`config.mk`:
```
export PLATFORM = sky130hd
export DESIGN_NAME = bingo_map_writer
export DESIGN_NICKNAME = d
export VERILOG_FILES = /design/src/rtl/bingo_pkg.sv /design/src/rtl/bingo_line_counter.sv /design/src/rtl/bingo_map_writer.sv
export SDC_FILE = /design/constraint.sdc
export NUM_CORES = 1
export LEC_CHECK = 0
export BUFFER_PORTS_ARGS = -buffer_cell sky130_fd_sc_hd__buf_2
export CORE_MARGIN = 4
export CORE_UTILIZATION = 56
export DETAILED_ROUTE_END_ITERATION = 16
export GPL_TIMING_DRIVEN = 0
export PLACE_DENSITY = 0.88
export SYNTH_ARGS = -nofsm -noshare
export SYNTH_HDL_FRONTEND = slang
export SYNTH_SLANG_ARGS = --single-unit
```
`constraint.sdc`:
```
create_clock -name clk_25MHz -period 4.7 [get_ports clk_25MHz]
set_clock_uncertainty 0.1 [all_clocks]
set_input_delay 0 -clock clk_25MHz [delete_from_list [all_inputs] [get_ports clk_25MHz]]
set_output_delay 0 -clock clk_25MHz [all_outputs]
set_load 0.1 [all_outputs]
```
`src/rtl/bingo_pkg.sv`:
```
// Shared constants, FSM state type and cell indexing for the bingo map writer.
// The optional line counter is enabled with the BINGO_LINES_EN macro.
package bingo_pkg;

    localparam int N     = 5;
    localparam int CELLS = N * N;
    localparam int VW    = 5;

    localparam logic [VW-1:0] MAX_VAL  = VW'(CELLS);
    localparam logic [VW-1:0] LAST_IDX = VW'(CELLS - 1);

    typedef enum logic [1:0] {
        IDLE = 2'd0,
        FILL = 2'd1,
        PLAY = 2'd2,
        SCAN = 2'd3
    } state_t;

    function automatic int cell_idx(input int x, input int y);
        return x + N * y;
    endfunction

endpackage

```
`src/rtl/bingo_line_counter.sv`:
```
// Counts fully marked rows, columns and diagonals of the bingo map (0..12).
// Only instantiated when BINGO_LINES_EN is defined.
module bingo_line_counter
    import bingo_pkg::*;
(
    input  logic                i_clk,
    input  logic                i_rst_n,
    input  logic                i_clear,
    input  logic                i_en,
    input  logic [VW*CELLS-1:0] i_map,
    output logic [3:0]          o_lines
);

    logic [3:0] w_count;
    logic       w_row_full;
    logic       w_col_full;
    logic       w_diag0;
    logic       w_diag1;

    function automatic logic marked(input logic [VW*CELLS-1:0] m, input int x, input int y);
        return m[VW*cell_idx(x, y) +: VW] == '0;
    endfunction

    always_comb begin
        w_count    = '0;
        w_row_full = 1'b1;
        w_col_full = 1'b1;
        w_diag0    = 1'b1;
        w_diag1    = 1'b1;
        for (int a = 0; a < N; a++) begin
            w_row_full = 1'b1;
            w_col_full = 1'b1;
            for (int b = 0; b < N; b++) begin
                w_row_full &= marked(i_map, b, a);
                w_col_full &= marked(i_map, a, b);
            end
            w_count += {3'b000, w_row_full} + {3'b000, w_col_full};
            w_diag0 &= marked(i_map, a, a);
            w_diag1 &= marked(i_map, N - 1 - a, a);
        end
        w_count += {3'b000, w_diag0} + {3'b000, w_diag1};
    end

    // An unfilled board is all zeros, so counting is only meaningful once filled.
    always_ff @(posedge i_clk or negedge i_rst_n) begin
        if (!i_rst_n)
            o_lines <= '0;
        else if (i_clear || !i_en)
            o_lines <= '0;
        else
            o_lines <= w_count;
    end

endmodule

```
`src/rtl/bingo_map_writer.sv`:
```
// Writer side of the packed 5x5 bingo map: fills cells with checked numbers,
// then clears called numbers by a one-cell-per-cycle scan. Optional: BINGO_LINES_EN.
module bingo_map_writer
    import bingo_pkg::*;
(
    input  logic                clk_25MHz,
    input  logic                all_rst,
    input  logic                clear,
    input  logic                start,
    input  logic                in_valid,
    input  logic [VW-1:0]       in_value,
    output logic                in_ready,
    input  logic                mark_valid,
    input  logic [VW-1:0]       mark_value,
    output logic                mark_ready,
    output logic [VW*CELLS-1:0] map,
    output logic [VW-1:0]       cursor,
    output logic                fill_done,
    output logic                in_err,
    output logic                mark_hit,
    output logic                mark_miss,
    output logic [3:0]          lines
);

    state_t         r_state;
    state_t         w_state_next;
    logic [VW-1:0]  r_cells [CELLS];
    logic [CELLS-1:0] r_used;
    logic [VW-1:0]  r_cursor;
    logic [VW-1:0]  r_idx;
    logic [VW-1:0]  r_mark_val;
    logic           r_in_err;
    logic           r_mark_miss;

    logic           w_fill_acc;
    logic           w_fill_legal;
    logic [VW-1:0]  w_vidx;
    logic           w_mark_acc;
    logic           w_mark_bad;
    logic           w_scan_hit;
    logic           w_scan_last;

    assign w_vidx       = in_value - VW'(1);
    assign w_fill_acc   = (r_state == FILL) && in_valid;
    assign w_fill_legal = (in_value != '0) && (in_value <= MAX_VAL) && !r_used[w_vidx];
    assign w_mark_acc   = (r_state == PLAY) && mark_valid && !start;
    assign w_mark_bad   = (mark_value == '0) || (mark_value > MAX_VAL);
    assign w_scan_hit   = (r_state == SCAN) && (r_cells[r_idx] == r_mark_val);
    assign w_scan_last  = (r_state == SCAN) && (r_idx == LAST_IDX);

    // NOTE: every output of this block gets a default first, so no latch is inferred.
    always_comb begin
        w_state_next = r_state;
        in_ready     = (r_state == FILL);
        mark_ready   = (r_state == PLAY);
        fill_done    = (r_state == PLAY) || (r_state == SCAN);
        in_err       = r_in_err;
        mark_hit     = w_scan_hit;
        mark_miss    = r_mark_miss || (w_scan_last && !w_scan_hit);
        unique case (r_state)
            IDLE: if (start) w_state_next = FILL;
            FILL: if (w_fill_acc && w_fill_legal && r_cursor == LAST_IDX) w_state_next = PLAY;
            PLAY: begin
                if (start)
                    w_state_next = FILL;
                else if (w_mark_acc && !w_mark_bad)
                    w_state_next = SCAN;
            end
            SCAN: if (w_scan_hit || w_scan_last) w_state_next = PLAY;
            default: w_state_next = IDLE;
        endcase
        if (clear)
            w_state_next = IDLE;
    end

    // NOTE: sequential state uses non-blocking assignments so all registers update together.
    always_ff @(posedge clk_25MHz or negedge all_rst) begin
        if (!all_rst)
            r_state <= IDLE;
        else
            r_state <= w_state_next;
    end

    // NOTE: the cell array is reset because it drives the renderer's map bus directly.
    always_ff @(posedge clk_25MHz or negedge all_rst) begin
        if (!all_rst) begin
            for (int i = 0; i < CELLS; i++) r_cells[i] <= '0;
            r_used      <= '0;
            r_cursor    <= '0;
            r_idx       <= '0;
            r_mark_val  <= '0;
            r_in_err    <= 1'b0;
            r_mark_miss <= 1'b0;
        end else begin
            r_in_err    <= 1'b0;
            r_mark_miss <= 1'b0;
            if (clear || (r_state == PLAY && start)) begin
                for (int i = 0; i < CELLS; i++) r_cells[i] <= '0;
                r_used   <= '0;
                r_cursor <= '0;
                r_idx    <= '0;
            end else begin
                unique case (r_state)
                    FILL: begin
                        if (w_fill_acc && w_fill_legal) begin
                            r_cells[r_cursor] <= in_value;
                            r_used[w_vidx]    <= 1'b1;
                            r_cursor          <= r_cursor + VW'(1);
                        end else if (w_fill_acc) begin
                            r_in_err <= 1'b1;
                        end
                    end
                    PLAY: begin
                        if (w_mark_acc && w_mark_bad) begin
                            r_mark_miss <= 1'b1;
                        end else if (w_mark_acc) begin
                            r_mark_val <= mark_value;
                            r_idx      <= '0;
                        end
                    end
                    SCAN: begin
                        if (w_scan_hit)
                            r_cells[r_idx] <= '0;
                        else
                            r_idx <= r_idx + VW'(1);
                    end
                    default: ;
                endcase
            end
        end
    end

    for (genvar i = 0; i < CELLS; i++) begin : g_pack
        assign map[VW*i +: VW] = r_cells[i];
    end

    assign cursor = r_cursor;

`ifdef BINGO_LINES_EN
    bingo_line_counter u_line_counter (
        .i_clk   (clk_25MHz),
        .i_rst_n (all_rst),
        .i_clear (clear),
        .i_en    (fill_done),
        .i_map   (map),
        .o_lines (lines)
    );
`else
    assign lines = 4'd0;
`endif

endmodule

```
==> impl_metrics.csv <==
group,metric,value,unit
cells_and_area,final_util,69.6,%
placement,numPortBuffers,148,
drt,drt_iter0_drc,1099,
power_and_ir_drop,total_power,3.16,mW
clocking,cts_htree_levels,4,
drt,ant_nets,0,
sta,rsz0062_at_grt,"false",
cells_and_area,area_growth,21.2,%
yosys,async_reset_ff_share,100,%
floorplan,io_pins,156,
worst_setup_path,slowest_delay,0.66,ns
global_routing,grt_pass1_wl,47.4,mm
clocking,cts_buffer_depth,2,
drt,drc,0,
worst_setup_path,cpLargestDelayFamily,"buffers and inverters",
power_and_ir_drop,p_leak,4.86,nW
flow_run,cap_violations,0,
floorplan,fp.dieW,133,um
sta,min_period,4.66,ns
drt,wl_per_cell,25.6,um
power_and_ir_drop,p_sw_share,25.0,%
cells_and_area,nets,1012,
power_and_ir_drop,seqPwrFrac,46.3,%
yosys,avgSynthCellArea,11.1,um^2
power_and_ir_drop,pwr-share-clk,45.5,%
worst_setup_path,critPathCaptureType,"primary output",
global_routing,met1_usage,44.1,%
worst_setup_path,cp_max_fo,10,
worst_setup_path,cp_data_arrival_time,4.56,ns
worst_setup_path,start_kind,"flop",
floorplan,initial_core_util,57.4,%
drt,via_per_inst,6.81,
clocking,clk-insertion-delay-late,0.44,ns
sta,setup_viol,0,
worst_setup_path,cpMostUsedCell,"buf_2",
cells_and_area,drive_gt1_share,25.7,%
global_routing,grt_most_used_layer,"met2",
global_routing,grt_usage,34.9,%
floorplan,die_area,17700,um^2
sta,hold_violations,0,
global_routing,met2_usage,55.5,%
yosys,synthCells,793,
clocking,cts.sinks,169,
run_status,status,"complete, no violations",
worst_setup_path,r2r_start,"r_idx[1]$_DFFE_PN0P_",
yosys,syn_area,8760,um^2
drt,vias,8214,
global_routing,grt_antenna_before_repair,0,
sta,slew_viol_final,0,
placement,dp_hpwl,22.3,mm
floorplan,core-area,15300,um^2
yosys,synth-seq-cells,169,
placement,dp_cells,1156,
global_routing,grt_max_degree,114,
yosys,yosysWarnings,0,
clocking,cts_buffers,17,
yosys,ys_seq_area_share,48.3,%
floorplan,die-height,133,um
worst_setup_path,setup.worst_path.class,"flop to primary output",
cells_and_area,stdcell_count,1207,
power_and_ir_drop,comb_power_share,8.2,%
cells_and_area,fill_cells,1110,
sta,slew-limit-headroom,44.3,%
worst_setup_path,crit_slowest_cell,"a2111oi_0",
min_path,hp-class,"input port to asynchronous set/reset pin",
cells_and_area,n_antenna_cell,0,
sta,clock.fmax,215,MHz
power_and_ir_drop,intPower,2.37,mW
clocking,cts_root_buf,"clkbuf_16",
worst_setup_path,worstPathRequired,4.60,ns
yosys,synth_edf_count,0,
drt,routed_wl,30.9,mm
clocking,path_clk_slew,0.06,ns
yosys,ys_types,64,
power_and_ir_drop,pwr_density_cell,298,nW/um^2
worst_setup_path,cp-startpoint,"r_idx[1]$_DFFE_PN0P_",
global_routing,grt_overflow,0,
placement,gp_congestion,1.04,
worst_setup_path,critPathBufInv,4,
global_routing,globalRouteMet3Util,7.59,%
power_and_ir_drop,ir_worst_vdd,0.232,mV
floorplan,core.rowCount,45,
sta,tns,0,ns
sta,period_share,99.1,%
sta,holdWs,0.0235,ns
worst_setup_path,path_cells,"clkbuf_2 -> buf_2 -> mux2i_1 -> nor3_1 -> a2111oi_0 -> nand3_1 -> xor2_1 -> or4_4 -> buf_6 -> a31o_2 -> buf_2",
drt,dr.pass1.iters,6,
sta,tightest_slew,0.815,ns
yosys,ys.flop_type,"dfrtp_1",
clocking,cts_tree,"built",
power_and_ir_drop,switchingPower,791,uW
global_routing,grt_pass1_vias,8083,
sequential cells by signal, indices dropped and copies added, names as in the netlist:
register	count
r_mark_miss	1
cursor	5
r_used	25
map	125
r_idx	5
r_mark_val	5
in_err	1
r_state	2
synthesized netlist by cell type (6+ instances only):
cell       instances  area [um^2]
nand2b_1          11         68.8
clkbuf_1          42          158
o22ai_1            8         50.1
o2bb2ai_1        122         1070
nand4_1            6         37.5
o32ai_1            8         70.1
ha_1              13          163
a32o_1            17          170
a21oi_1           46          230
buf_2             14         70.1
a211oi_1           7         52.6
xor2_1             8         70.1
o21ai_0           26          130
o21ai_2           10         87.6
and3_1             6         37.5
nand3_1           23          115
nand2_1           34          128
mux2i_1           35          350
mux4_2            12          270
a31oi_1           15         93.8
dfrtp_1          169         4230
nor2b_1           23          144
nor3_1             6         30.0
inv_1             10         37.5
mux2_2            16          180
nor2_1            34          128
final cells by class:
type	count	area, um^2	area share, %
well taps	211	264	2.48
inverters	10	37.5	0.353
plain buffers	67	303	2.85
clock buffers	19	443	4.17
repair buffers	168	983	9.26
clock inverters	13	153	1.44
flip-flops and latches	169	4230	39.8
multi-input cells	550	4210	39.6
cell families after synthesis:
| logic type | Yosys count | synth area share (%) |
|---|---|---|
| buffers and inverters | 77 | 3.81 |
| AO/OA/AOI/OAI | 291 | 25.7 |
| flip-flops | 169 | 48.3 |
| multiplexers | 63 | 9.14 |
| AND/OR/NAND/NOR | 168 | 10.1 |
| adder cells (fa/ha/maj) | 13 | 1.86 |
| other | 1 | 0.0428 |
| XOR/XNOR | 11 | 1.10 |
power by group through the flow:
stage / combinational [mW] / clock (mW) / sequential (mW)
2_1_floorplan: 0.128 / 0 / 1.51
3_3_place_gp: 0.232 / 0 / 1.49
3_5_place_dp: 0.241 / 0 / 1.49
4_1_cts: 0.254 / 1.43 / 1.46
5_1_grt: 0.275 / 1.50 / 1.46
6_report: 0.259 / 1.44 / 1.46
worst reg2reg max path, stage by stage (launching register included):
cell and delay, ns:
dfrtp_1 0.44, clkbuf_2 0.42, buf_2 0.52, mux2i_1 0.32
nor3_1 0.07, a2111oi_0 0.66, nand3_1 0.22, xor2_1 0.24
nor4_4 0.38, buf_4 0.27, clkbuf_2 0.36, o21ai_2 0.19
o2bb2ai_1 0.18
repair_timing:
action,4_1_cts,5_1_grt
gates resized for setup,1,2
hold endpoints to repair,190,0
setup endpoints to repair,89,1
setup buffers,1,0
pin swaps,1,0
hold buffers,18,0
path summary, 6_finish.rpt:
path	to	slack (ns)	cells after the start
setup reg to reg	map[103]$_DFFE_PN0P_	0.20	12
hold reg to reg	r_used[18]$_DFFE_PN0P_	0.40	1
max in group asynchronous	map[79]$_DFFE_PN0P_	3.91	3
setup / recovery	mark_miss	0.04	11
hold / removal	map[6]$_DFFE_PN0P_	0.02	3
min in group clk_25MHz	map[60]$_DFFE_PN0P_	0.10	4
through the flow:
stage	area, um^2	setup slack [ns]
finish	10600	0.0445
global route	10600	0.0139
CTS	10600	0.104
detailed placement	9820	-0.145
global placement	9780	-0.186
floorplan	8780	0.794
cell usage in the layout, fill, tap and decap left out, drive strengths merged, types with 4 or more instances in the layout:
| master | instances |
|---|---|
| xor2 | 8 |
| o2bb2ai | 122 |
| nand4 | 6 |
| and3 | 6 |
| clkinv | 8 |
| or2 | 4 |
| o22ai | 8 |
| mux2 | 16 |
| nand3 | 23 |
| a221oi | 5 |
| conb | 4 |
| ha | 13 |
| inv | 10 |
| o21ai | 36 |
| dlygate4sd3 | 17 |
| dfrtp | 169 |
| a21oi | 46 |
| buf | 173 |
| nor3 | 6 |
| nand2b | 12 |
| and2 | 5 |
| nor2 | 34 |
| a32o | 17 |
| nand2 | 34 |
| nor2b | 23 |
| a211oi | 7 |
| mux4 | 12 |
| o32ai | 8 |
| mux2i | 35 |
| a31oi | 15 |
| clkbuf | 64 |
| nor4 | 4 |
routing by layer:
metal  vias to the layer above  wire length (um)
met5                         -                 0
met4                         0              1820
met3                       141              2990
met2                       531             14600
met1                      4071             11400
li1                       3471                 -
Note: power is estimated with default switching activity, not from simulation.
